### src/rtl/alu_md.sv
// alu_md: execute-stage ALU with an iterative shift-add multiplier,
// a restoring divider and a HI/LO result register pair.
module alu_md #(
  parameter int WIDTH = 32
) (
  input  logic             clk,
  input  logic             rst_n,
  input  logic             in_valid,
  output logic             in_ready,
  input  logic [3:0]       op,
  input  logic [WIDTH-1:0] a,
  input  logic [WIDTH-1:0] b,
  output logic             out_valid,
  output logic [WIDTH-1:0] result,
  output logic             zero,
  output logic [WIDTH-1:0] hi,
  output logic [WIDTH-1:0] lo,
  output logic             busy,
  output logic             div_by_zero
);

  localparam int SW = $clog2(WIDTH);

  localparam logic [3:0] OP_AND   = 4'b0000;
  localparam logic [3:0] OP_OR    = 4'b0001;
  localparam logic [3:0] OP_ADD   = 4'b0010;
  localparam logic [3:0] OP_MULT  = 4'b0011;
  localparam logic [3:0] OP_MULTU = 4'b0100;
  localparam logic [3:0] OP_DIV   = 4'b0101;
  localparam logic [3:0] OP_SUB   = 4'b0110;
  localparam logic [3:0] OP_SLT   = 4'b0111;
  localparam logic [3:0] OP_XOR   = 4'b1000;
  localparam logic [3:0] OP_NOR   = 4'b1001;
  localparam logic [3:0] OP_SLTU  = 4'b1010;
  localparam logic [3:0] OP_SLL   = 4'b1011;
  localparam logic [3:0] OP_SRL   = 4'b1100;
  localparam logic [3:0] OP_SRA   = 4'b1101;
  localparam logic [3:0] OP_DIVU  = 4'b1111;

  typedef enum logic [1:0] {IDLE, MUL, DIV, FIX} state_e;

  state_e               state_q;
  logic [2*WIDTH-1:0]   acc_q;
  logic [WIDTH-1:0]     opb_q;
  logic [SW-1:0]        cnt_q;
  logic                 neg_lo_q;
  logic                 neg_hi_q;
  logic                 is_div_q;
  logic [WIDTH-1:0]     result_q;
  logic                 zero_q;
  logic [WIDTH-1:0]     hi_q;
  logic [WIDTH-1:0]     lo_q;
  logic                 out_valid_q;
  logic                 dbz_q;

  logic [WIDTH-1:0]     alu_d;
  logic [WIDTH-1:0]     abs_a;
  logic [WIDTH-1:0]     abs_b;
  logic [2*WIDTH-1:0]   mul_init_d;
  logic [2*WIDTH-1:0]   div_init_d;
  logic [2*WIDTH-1:0]   mul_step_d;
  logic [2*WIDTH-1:0]   div_step_d;
  logic [WIDTH-1:0]     fix_hi_d;
  logic [WIDTH-1:0]     fix_lo_d;
  logic                 is_mul_op;
  logic                 is_div_op;
  logic                 is_signed_op;
  logic                 b_is_zero;

  // One shift-add step: low half holds the remaining multiplier bits,
  // high half accumulates; the product shifts in from the top.
  function automatic logic [2*WIDTH-1:0] mul_step(input logic [2*WIDTH-1:0] acc,
                                                  input logic [WIDTH-1:0]   mcand);
    logic [WIDTH:0] sum;
    sum = {1'b0, acc[2*WIDTH-1:WIDTH]} + (acc[0] ? {1'b0, mcand} : {(WIDTH+1){1'b0}});
    return {sum, acc[WIDTH-1:1]};
  endfunction

  // One restoring-division step: high half is the partial remainder,
  // low half shifts dividend bits out and quotient bits in.
  function automatic logic [2*WIDTH-1:0] div_step(input logic [2*WIDTH-1:0] acc,
                                                  input logic [WIDTH-1:0]   dvsr);
    logic [WIDTH:0] rsh;
    logic [WIDTH:0] diff;
    rsh  = acc[2*WIDTH-1:WIDTH-1];
    diff = rsh - {1'b0, dvsr};
    if (diff[WIDTH]) return {rsh[WIDTH-1:0], acc[WIDTH-2:0], 1'b0};
    return {diff[WIDTH-1:0], acc[WIDTH-2:0], 1'b1};
  endfunction

  // Single-cycle ALU result, operand magnitudes and iteration/fix-up datapath.
  always_comb begin
    logic [WIDTH-1:0]   diff;
    logic               ovf;
    logic [SW-1:0]      sh;
    logic [2*WIDTH-1:0] prod_neg;
    logic [WIDTH-1:0]   rem;
    logic [WIDTH-1:0]   quot;

    sh   = b[SW-1:0];
    diff = a - b;
    ovf  = (a[WIDTH-1] ^ b[WIDTH-1]) & (diff[WIDTH-1] ^ a[WIDTH-1]);

    alu_d = '0;
    case (op)
      OP_AND:  alu_d = a & b;
      OP_OR:   alu_d = a | b;
      OP_ADD:  alu_d = a + b;
      OP_SUB:  alu_d = diff;
      OP_SLT:  alu_d = {{(WIDTH-1){1'b0}}, diff[WIDTH-1] ^ ovf};
      OP_XOR:  alu_d = a ^ b;
      OP_NOR:  alu_d = ~(a | b);
      OP_SLTU: alu_d = {{(WIDTH-1){1'b0}}, (a < b)};
      OP_SLL:  alu_d = a << sh;
      OP_SRL:  alu_d = a >> sh;
      OP_SRA:  alu_d = $unsigned($signed(a) >>> sh);
      default: alu_d = '0;
    endcase

    is_mul_op    = (op == OP_MULT) || (op == OP_MULTU);
    is_div_op    = (op == OP_DIV) || (op == OP_DIVU);
    is_signed_op = (op == OP_MULT) || (op == OP_DIV);
    b_is_zero    = (b == '0);

    abs_a = (is_signed_op && a[WIDTH-1]) ? (~a + 1'b1) : a;
    abs_b = (is_signed_op && b[WIDTH-1]) ? (~b + 1'b1) : b;

    // Iteration 0 is performed on the accept edge, so MUL/DIV only
    // need counter values 1..WIDTH-1.
    mul_init_d = mul_step({{WIDTH{1'b0}}, abs_b}, abs_a);
    div_init_d = div_step({{WIDTH{1'b0}}, abs_a}, abs_b);
    mul_step_d = mul_step(acc_q, opb_q);
    div_step_d = div_step(acc_q, opb_q);

    prod_neg = ~acc_q + 1'b1;
    rem      = acc_q[2*WIDTH-1:WIDTH];
    quot     = acc_q[WIDTH-1:0];
    if (is_div_q) begin
      fix_hi_d = neg_hi_q ? (~rem + 1'b1) : rem;
      fix_lo_d = neg_lo_q ? (~quot + 1'b1) : quot;
    end else begin
      fix_hi_d = neg_lo_q ? prod_neg[2*WIDTH-1:WIDTH] : acc_q[2*WIDTH-1:WIDTH];
      fix_lo_d = neg_lo_q ? prod_neg[WIDTH-1:0] : acc_q[WIDTH-1:0];
    end
  end

  // Control FSM with registered result, HI/LO and completion pulses.
  always_ff @(posedge clk or negedge rst_n) begin
    if (!rst_n) begin
      state_q     <= IDLE;
      acc_q       <= '0;
      opb_q       <= '0;
      cnt_q       <= '0;
      neg_lo_q    <= 1'b0;
      neg_hi_q    <= 1'b0;
      is_div_q    <= 1'b0;
      result_q    <= '0;
      zero_q      <= 1'b1;
      hi_q        <= '0;
      lo_q        <= '0;
      out_valid_q <= 1'b0;
      dbz_q       <= 1'b0;
    end else begin
      out_valid_q <= 1'b0;
      dbz_q       <= 1'b0;
      case (state_q)
        IDLE: begin
          if (in_valid) begin
            if (is_mul_op) begin
              state_q  <= MUL;
              acc_q    <= mul_init_d;
              opb_q    <= abs_a;
              neg_lo_q <= is_signed_op & (a[WIDTH-1] ^ b[WIDTH-1]);
              neg_hi_q <= 1'b0;
              is_div_q <= 1'b0;
              cnt_q    <= SW'(1);
            end else if (is_div_op && !b_is_zero) begin
              state_q  <= DIV;
              acc_q    <= div_init_d;
              opb_q    <= abs_b;
              neg_lo_q <= is_signed_op & (a[WIDTH-1] ^ b[WIDTH-1]);
              neg_hi_q <= is_signed_op & a[WIDTH-1];
              is_div_q <= 1'b1;
              cnt_q    <= SW'(1);
            end else if (is_div_op) begin
              hi_q        <= a;
              lo_q        <= '1;
              result_q    <= '1;
              zero_q      <= 1'b0;
              out_valid_q <= 1'b1;
              dbz_q       <= 1'b1;
            end else begin
              result_q    <= alu_d;
              zero_q      <= (alu_d == '0);
              out_valid_q <= 1'b1;
            end
          end
        end
        MUL: begin
          acc_q <= mul_step_d;
          if (cnt_q == SW'(WIDTH-1)) begin
            state_q <= FIX;
            cnt_q   <= '0;
          end else begin
            cnt_q <= cnt_q + 1'b1;
          end
        end
        DIV: begin
          acc_q <= div_step_d;
          if (cnt_q == SW'(WIDTH-1)) begin
            state_q <= FIX;
            cnt_q   <= '0;
          end else begin
            cnt_q <= cnt_q + 1'b1;
          end
        end
        FIX: begin
          hi_q        <= fix_hi_d;
          lo_q        <= fix_lo_d;
          result_q    <= fix_lo_d;
          zero_q      <= (fix_lo_d == '0);
          out_valid_q <= 1'b1;
          state_q     <= IDLE;
        end
        default: state_q <= IDLE;
      endcase
    end
  end

  assign in_ready    = (state_q == IDLE);
  assign busy        = (state_q != IDLE);
  assign out_valid   = out_valid_q;
  assign result      = result_q;
  assign zero        = zero_q;
  assign hi          = hi_q;
  assign lo          = lo_q;
  assign div_by_zero = dbz_q;

endmodule

### config.mk
export PLATFORM = sky130hd
export DESIGN_NAME = alu_md
export DESIGN_NICKNAME = d
export VERILOG_FILES = /design/src/rtl/alu_md.sv
export SDC_FILE = /design/constraint.sdc
export NUM_CORES = 1
export LEC_CHECK = 0
export ABC_AREA = 1
export BUFFER_PORTS_ARGS = -buffer_cell sky130_fd_sc_hd__buf_2
export CAP_MARGIN = 15
export CORE_ASPECT_RATIO = 0.9
export CORE_UTILIZATION = 35
export DETAILED_ROUTE_END_ITERATION = 10
export PLACE_DENSITY_LB_ADDON = 0.1
export REMOVE_ABC_BUFFERS = 1
export SETUP_SLACK_MARGIN = 0.15
export SLEW_MARGIN = 15
export SYNTH_ARGS = -nofsm -noshare
export SYNTH_HDL_FRONTEND = slang
export SYNTH_SLANG_ARGS = --single-unit
### constraint.sdc
create_clock -name clk -period 4.1 [get_ports clk]
set_input_delay 0.82 -clock clk [delete_from_list [all_inputs] [get_ports clk]]
set_output_delay 0.82 -clock clk [all_outputs]
set_load 0.05 [all_outputs]
; ---- After elaboration in Yosys (flattened, before gate mapping)
; Index checks and enable logic that the tools add are counted.
[totals]
input_bits = 71
romBits = 0
ramBits = 0
register_bits = 205
out_inout_bits = 101
latch_bits = 0
word_cells = 159
n_memories = 0
[op_classes]
order_cmp = 1
reduce_logical = 24
mul = 0
bitwise = 15
eq_ne = 24
div = 0
shift = 3
addsub = 11
n_mux = 68
[ops]
columns = cell, count
row1 = $mux W32, 24
row2 = $mux W64, 7
row3 = $pmux W32 S11, 1
row4 = $pmux W32 S2, 3
row5 = $pmux W64 S3, 1
row6 = $not A32 Y32, 5
row7 = $add A32 B1 Y32 const B, 4
row8 = $logic_not A32 Y1, 3
row9 = $add A64 B1 Y64 const B, 1
row10 = $not A64 Y64, 1
row11 = $add A32 B32 Y33, 1
row12 = $sub A1 B32 Y33, 1
row13 = $sub A33 B32 Y33, 1
row14 = $add A32 B32 Y32, 1
row15 = $and A32 B32 Y32, 1
row16 = $lt A32 B32 Y1, 1
row17 = $or A32 B32 Y32, 1
row18 = $shl A32 B5 Y32, 1
row19 = $shr A32 B5 Y32, 1
row20 = $sshr A32 B5 Y32, 1
row21 = $sub A32 B32 Y32, 1
row22 = $xor A32 B32 Y32, 1
row23 = $eq A4 B4 Y1 const B, 7
row24 = $mux W1, 20
row25 = other kinds (28), 57

; ---- Logic depth before layout (Yosys ltp)
[depth]
ltp_word = 11
ltp_mapped = 29
depth_no_buf = 25

; ---- Worst setup path after synthesis
; Ideal clock, no wire load.
[synth_timing]
path_type = input to register
startpoint = input port b[2]
endpoint = register zero_q, in the netlist zero
t_arrival_ns = 4.512
path_slack_ns = -0.485
setup_time_ns = 0.073
required_time_ns = 4.027
path_buffers = 4
cell_stages = 29
path_cell_list = buf_2 > inv_2 > clkbuf_1 > buf_1 > ha_1 > clkbuf_1 > inv_1 > nand3_1 > nand2_1 > nand2_1 > nand2_1 > nand2_1 > nand3_1 > nand2_1 > nand2_1 > a21oi_1 > o21ai_0 > fa_1 > nand2_1 > nand2_1 > nor4_1 > nand2_1 > nor2_1 > nand2_1 > nor2_1 > nand3_1 > nor2_1 > nand2_1 > a21oi_1
[synth_via]
elab_chain_cells = 11
elab_cells_between_ends = 25
cone_classes = 2 x add/sub / 1 x order compare / 1 x eq/ne / 3 x shift / 6 x mux / 7 x bitwise / 5 x reduce/logical
[synth_lines]
columns = element, line_no
row1 = from (decl), 12  ; input logic [WIDTH-1:0] b,
row2 = $sub A32 B32 Y32, 101  ; diff = a - b;
row3 = $xor A1 B1 Y1, 102  ; ovf = (a[WIDTH-1] ^ b[WIDTH-1]) & (diff[WIDTH-1] ^ a[WIDTH-1]);
row4 = $and A1 B1 Y1, 102
row5 = $xor A1 B1 Y1, 110  ; OP_SLT: alu_d = {{(WIDTH-1){1'b0}}, diff[WIDTH-1] ^ ovf};
row6 = $pmux W32 S11, 105  ; case (op)
row7 = $logic_not A32 Y1, 194  ; zero_q <= (alu_d == '0);
row8 = $mux W1, 185  ; end else if (is_div_op) begin
row9 = $mux W1, 177  ; end else if (is_div_op && !b_is_zero) begin
row10 = $mux W1, 169  ; if (is_mul_op) begin
row11 = $mux W1, 168  ; if (in_valid) begin
row12 = $pmux W1 S2, 166  ; case (state_q)
row13 = to (signal assigned), 194
row14 = to (signal assigned), 221  ; zero_q <= (fix_lo_d == '0);
row15 = to (decl), 50  ; logic zero_q;
; Several ways; a longest one is shown, not always the timed one. The select of a mux whose other input is x is not followed.
; A chain may end at the register's enable or synchronous reset.

; ---- Worst setup path after layout
[layout_timing]
startpoint = input port a[12]
endpoint = register zero_q, in the netlist zero
[layout_via]
elab_chain_cells = 11
elab_cells_between_ends = 20
cone_classes = 2 x add/sub / 1 x order compare / 3 x shift / 6 x mux / 7 x bitwise / 1 x reduce/logical
[layout_lines]
columns = element, line_no
row1 = from (decl), 11  ; input logic [WIDTH-1:0] a,
row2 = $sub A32 B32 Y32, 101
row3 = $xor A1 B1 Y1, 102
row4 = $and A1 B1 Y1, 102
row5 = $xor A1 B1 Y1, 110
row6 = $pmux W32 S11 (*), 105
row7 = $logic_not A32 Y1 (*), 194
row8 = $mux W1 (*), 185
row9 = $mux W1 (*), 177
row10 = $mux W1 (*), 169
row11 = $mux W1 (*), 168
row12 = $pmux W1 S2 (*), 166
; Every way passes the cells marked *; elsewhere a longest branch is shown, timed or not. The select of a mux whose other input is x is not followed.

==> reports/metrics.yaml <==
status:
  status: "complete, no violations"
critical_path:
  path_class: "input pin to register"
  critPathSlowestCell: "fa_1"
  crit_family: "simple AND/OR/NAND/NOR gates"
  critPathRequiredTime_ns: 4.63
  worst-path-buf-inv: 2
  crit_arrival_ns: 4.30
  r2r_slack_ns: 0.36
  endpoint_kind: "register"
  crit_start: "a[12]"
  r2r_start: "acc_q[0]$_DFFE_PN0P_"
  cpMostUsedCell: "nand2_1"
  start_kind: "input pin"
  cp_cell_sequence: "buf_2, inv_1, ha_1, nor2_1, nand2_1, nor2_1, nand2_1, nand3_2, nand2_1, nand2_1, a21oi_2, o21ai_1, fa_1, nand2_1, nand2_1, nor4_1, nand2_1, nor2_2, nand2_1, nor2_1, nand3_1, nor2_1, nand2_1, a21oi_1"
  slowest_delay_ns: 0.43
  cp_max_fo: 3
clock_tree:
  cts_setup_buffers: 0
  cts_tree: "yes"
  cts_buffers: 27
  clockBufferDepth: 3
  cts_root_buf: "clkbuf_16"
  cts_num_sinks: 205
  cts_max_level: 1
  clk_pin_slew_ns: 0.07
  clock_latency_ns: 0.60
synthesis:
  syn_inst: 5222
  synth.yosys.seq_area_share: 0.1755
  ys_types: 58
  netlist.area_leader.share: 0.2027
  netlist_top_cells_area: "nand2_1 (20%), dfrtp_1 (17%), nand3_1 (10%)"
  async_flop_share: 1.000
  synth_edf_count: 0
  yosys.area.top_type: "nand2_1"
  syn_area_mm2: 0.02925
  ys.flop_type: "dfrtp_1"
  synth_area_per_cell_um2: 5.600
  synth-seq-cells: 205
  yosysWarnings: 0
  yosysMostFrequentCell: "nand2_1"
  ys_top_cells_by_count: "nand2_1 (1579), inv_1 (597), nand3_1 (596)"
routing:
  dr.pass1.iters: 7
  wl_per_cell_um: 27.10
  routed-via-count: 40470
  vias_per_cell: 5.774
  ant_nets: 0
  routed_wl_um: 189900
  drc: 0
  first_iter_violations: 6426
sta:
  grt_setup_unrepaired: "true"
  min_period_over_period: 0.9195
  min_period_ns: 3.770
  maxSlewHeadroom: 0.2117
  tightest_slew_ns: 1.181
  drv_slew: 0
  fmax_ghz: 0.2653
  finalSetupViolCount: 0
  hold_violations: 0
  finClkSkew_ns: 0.01828
grt:
  overflow: 0
  antenna_found_initial: 22
  grt_max_degree: 94
  grt_pass1_wl_um: 266500
  gr-usage-all-layers: 0.4338
  grt_pass1_vias: 36230
layout:
  instances_no_fill: 7008
  areaGrowthSynthToFinish_pct: 26.08
  drive_above_1_share: 0.1616
  fin_nets: 6115
floorplanning:
  rows: 100
  coreArea_mm2: 0.08270
  die-area_mm2: 0.08472
  die_y_um: 276.2
  start_util: 0.3536
  die_x_um: 306.7
  io_pins: 172
placed_design:
  globalplace.congestion: 1.108
  port_buffers: 171
  placed_cells: 6951
  dp_hpwl_um: 159600
worst_hold_path:
  min_path_type: "input pin to asynchronous set/reset pin"
power:
  p_leak_nw: 19.44
  power_density_mw_per_mm2: 683.0
  ir_worst_vdd_mv: 0.8877
  power.total_mw: 25.18
job:
  cap_violations: 0
where the power goes:
part           internal, mW  switching (mW)
clock network          1.35            1.11
logic                  5.43            13.4
registers              3.00           0.875
logic make-up (layout without fill, tap and decap cells):
kind of cell,after synthesis,after routing,share of synthesized area
buf+inv,836,1492,0.1100
flops,205,205,0.1755
compound gates,917,917,0.1763
other cells,0,8,0
fa+ha+maj,186,186,0.08086
mux,1,1,0.0003423
simple gates,2963,2963,0.4229
xor+xnor,114,114,0.03414
layout make-up:
class | instances | area, µm²
diodes | 8 | 20.02
clock buffers | 31 | 720.7
clock inverters | 18 | 165.2
fillers | 9233 | 45830
inverters | 607 | 2278
multi-input cells | 4181 | 20980
flip-flops and latches | 205 | 5132
well taps | 1122 | 1404
repair buffers | 836 | 6173
path summary, 6_finish.rpt:
path | depth (start not counted) | to
max | 24 | zero$_DFFE_PN1P_
min | 1 | opb_q[9]$_DFFE_PN0P_
max reg2reg | 19 | acc_q[56]$_DFFE_PN0P_
min reg2reg | 2 | hi[20]$_DFFE_PN0P_
max in group asynchronous | 2 | cnt_q[3]$_DFFE_PN0P_
min in group clk | 2 | hi[20]$_DFFE_PN0P_
worst register-to-register path, cell delays in order, from the launching register on:
cell      delay, ns
dfrtp_1        0.52
buf_12         0.21
nand2_1        0.09
inv_1          0.10
ha_1           0.24
nand3_1        0.08
nand3_1        0.11
a21oi_1        0.33
inv_1          0.07
nand2_1        0.06
nand2_1        0.10
a21boi_0       0.47
o21ai_0        0.41
nand2_1        0.17
nand2_1        0.07
or2_2          0.27
nand2_1        0.07
nand3_1        0.09
nand2_1        0.08
o21ai_0        0.07
flip-flops by register name, summed over array words and instances, names as in the netlist, 2 cells and up:
register and count:
acc_q 64, hi 32, lo 32, opb_q 32, result 32, cnt_q 5
state_q 2
through the flow:
step	area (µm²)	util	setup WS, ns	hold WS (ns)	TNS, ns
after floorplan	28310	-	-1.756	0.4460	-220.68
after CTS	36810	0.4451	0.3053	0.3155	0
after global placement	35930	0.4344	-0.3612	0.4553	-1.150
final	36870	0.4459	0.3301	0.2474	0
after global routing	36860	0.4456	0.1420	0.3177	0
after detailed placement	35930	0.4344	-0.2927	0.4587	-2.111
metal layers:
metal  global-route usage  wire, µm
met1               0.6526     85420
met2               0.5813     71810
met3               0.1384     26780
met4               0.1100      5753
met5                    0       131
layout by cell type (no fill, tap or decap), drive strengths merged, types with 4 or more instances in the layout:
master,synthesis,final
a22o,4,4
o21ai,403,403
a31oi,31,31
fa,5,5
dfrtp,204,204
xnor2,17,17
a221oi,6,6
nand4,76,76
nor4,20,20
nor2,585,585
o21a,8,8
a21oi,278,278
o22ai,47,47
diode,0,8
nand2,1582,1582
inv,604,609
buf,71,835
or2,20,20
a21o,15,15
clkinvlp,0,4
ha,181,181
nor3,69,69
nand3,596,596
o211ai,39,39
a211oi,7,7
xor2,97,97
clkbuf,158,32
o31ai,14,14
o221ai,24,24
o21bai,15,15
nand3b,5,5
and2,8,8
a21boi,8,8
clkinv,3,11
o2111ai,10,10
what timing repair did:
item,in CTS,in global routing
gates resized for setup,0,11
setup endpoints to repair,0,22
hold buffers,0,0
No activity file was read; power rests on OpenSTA's default activity.
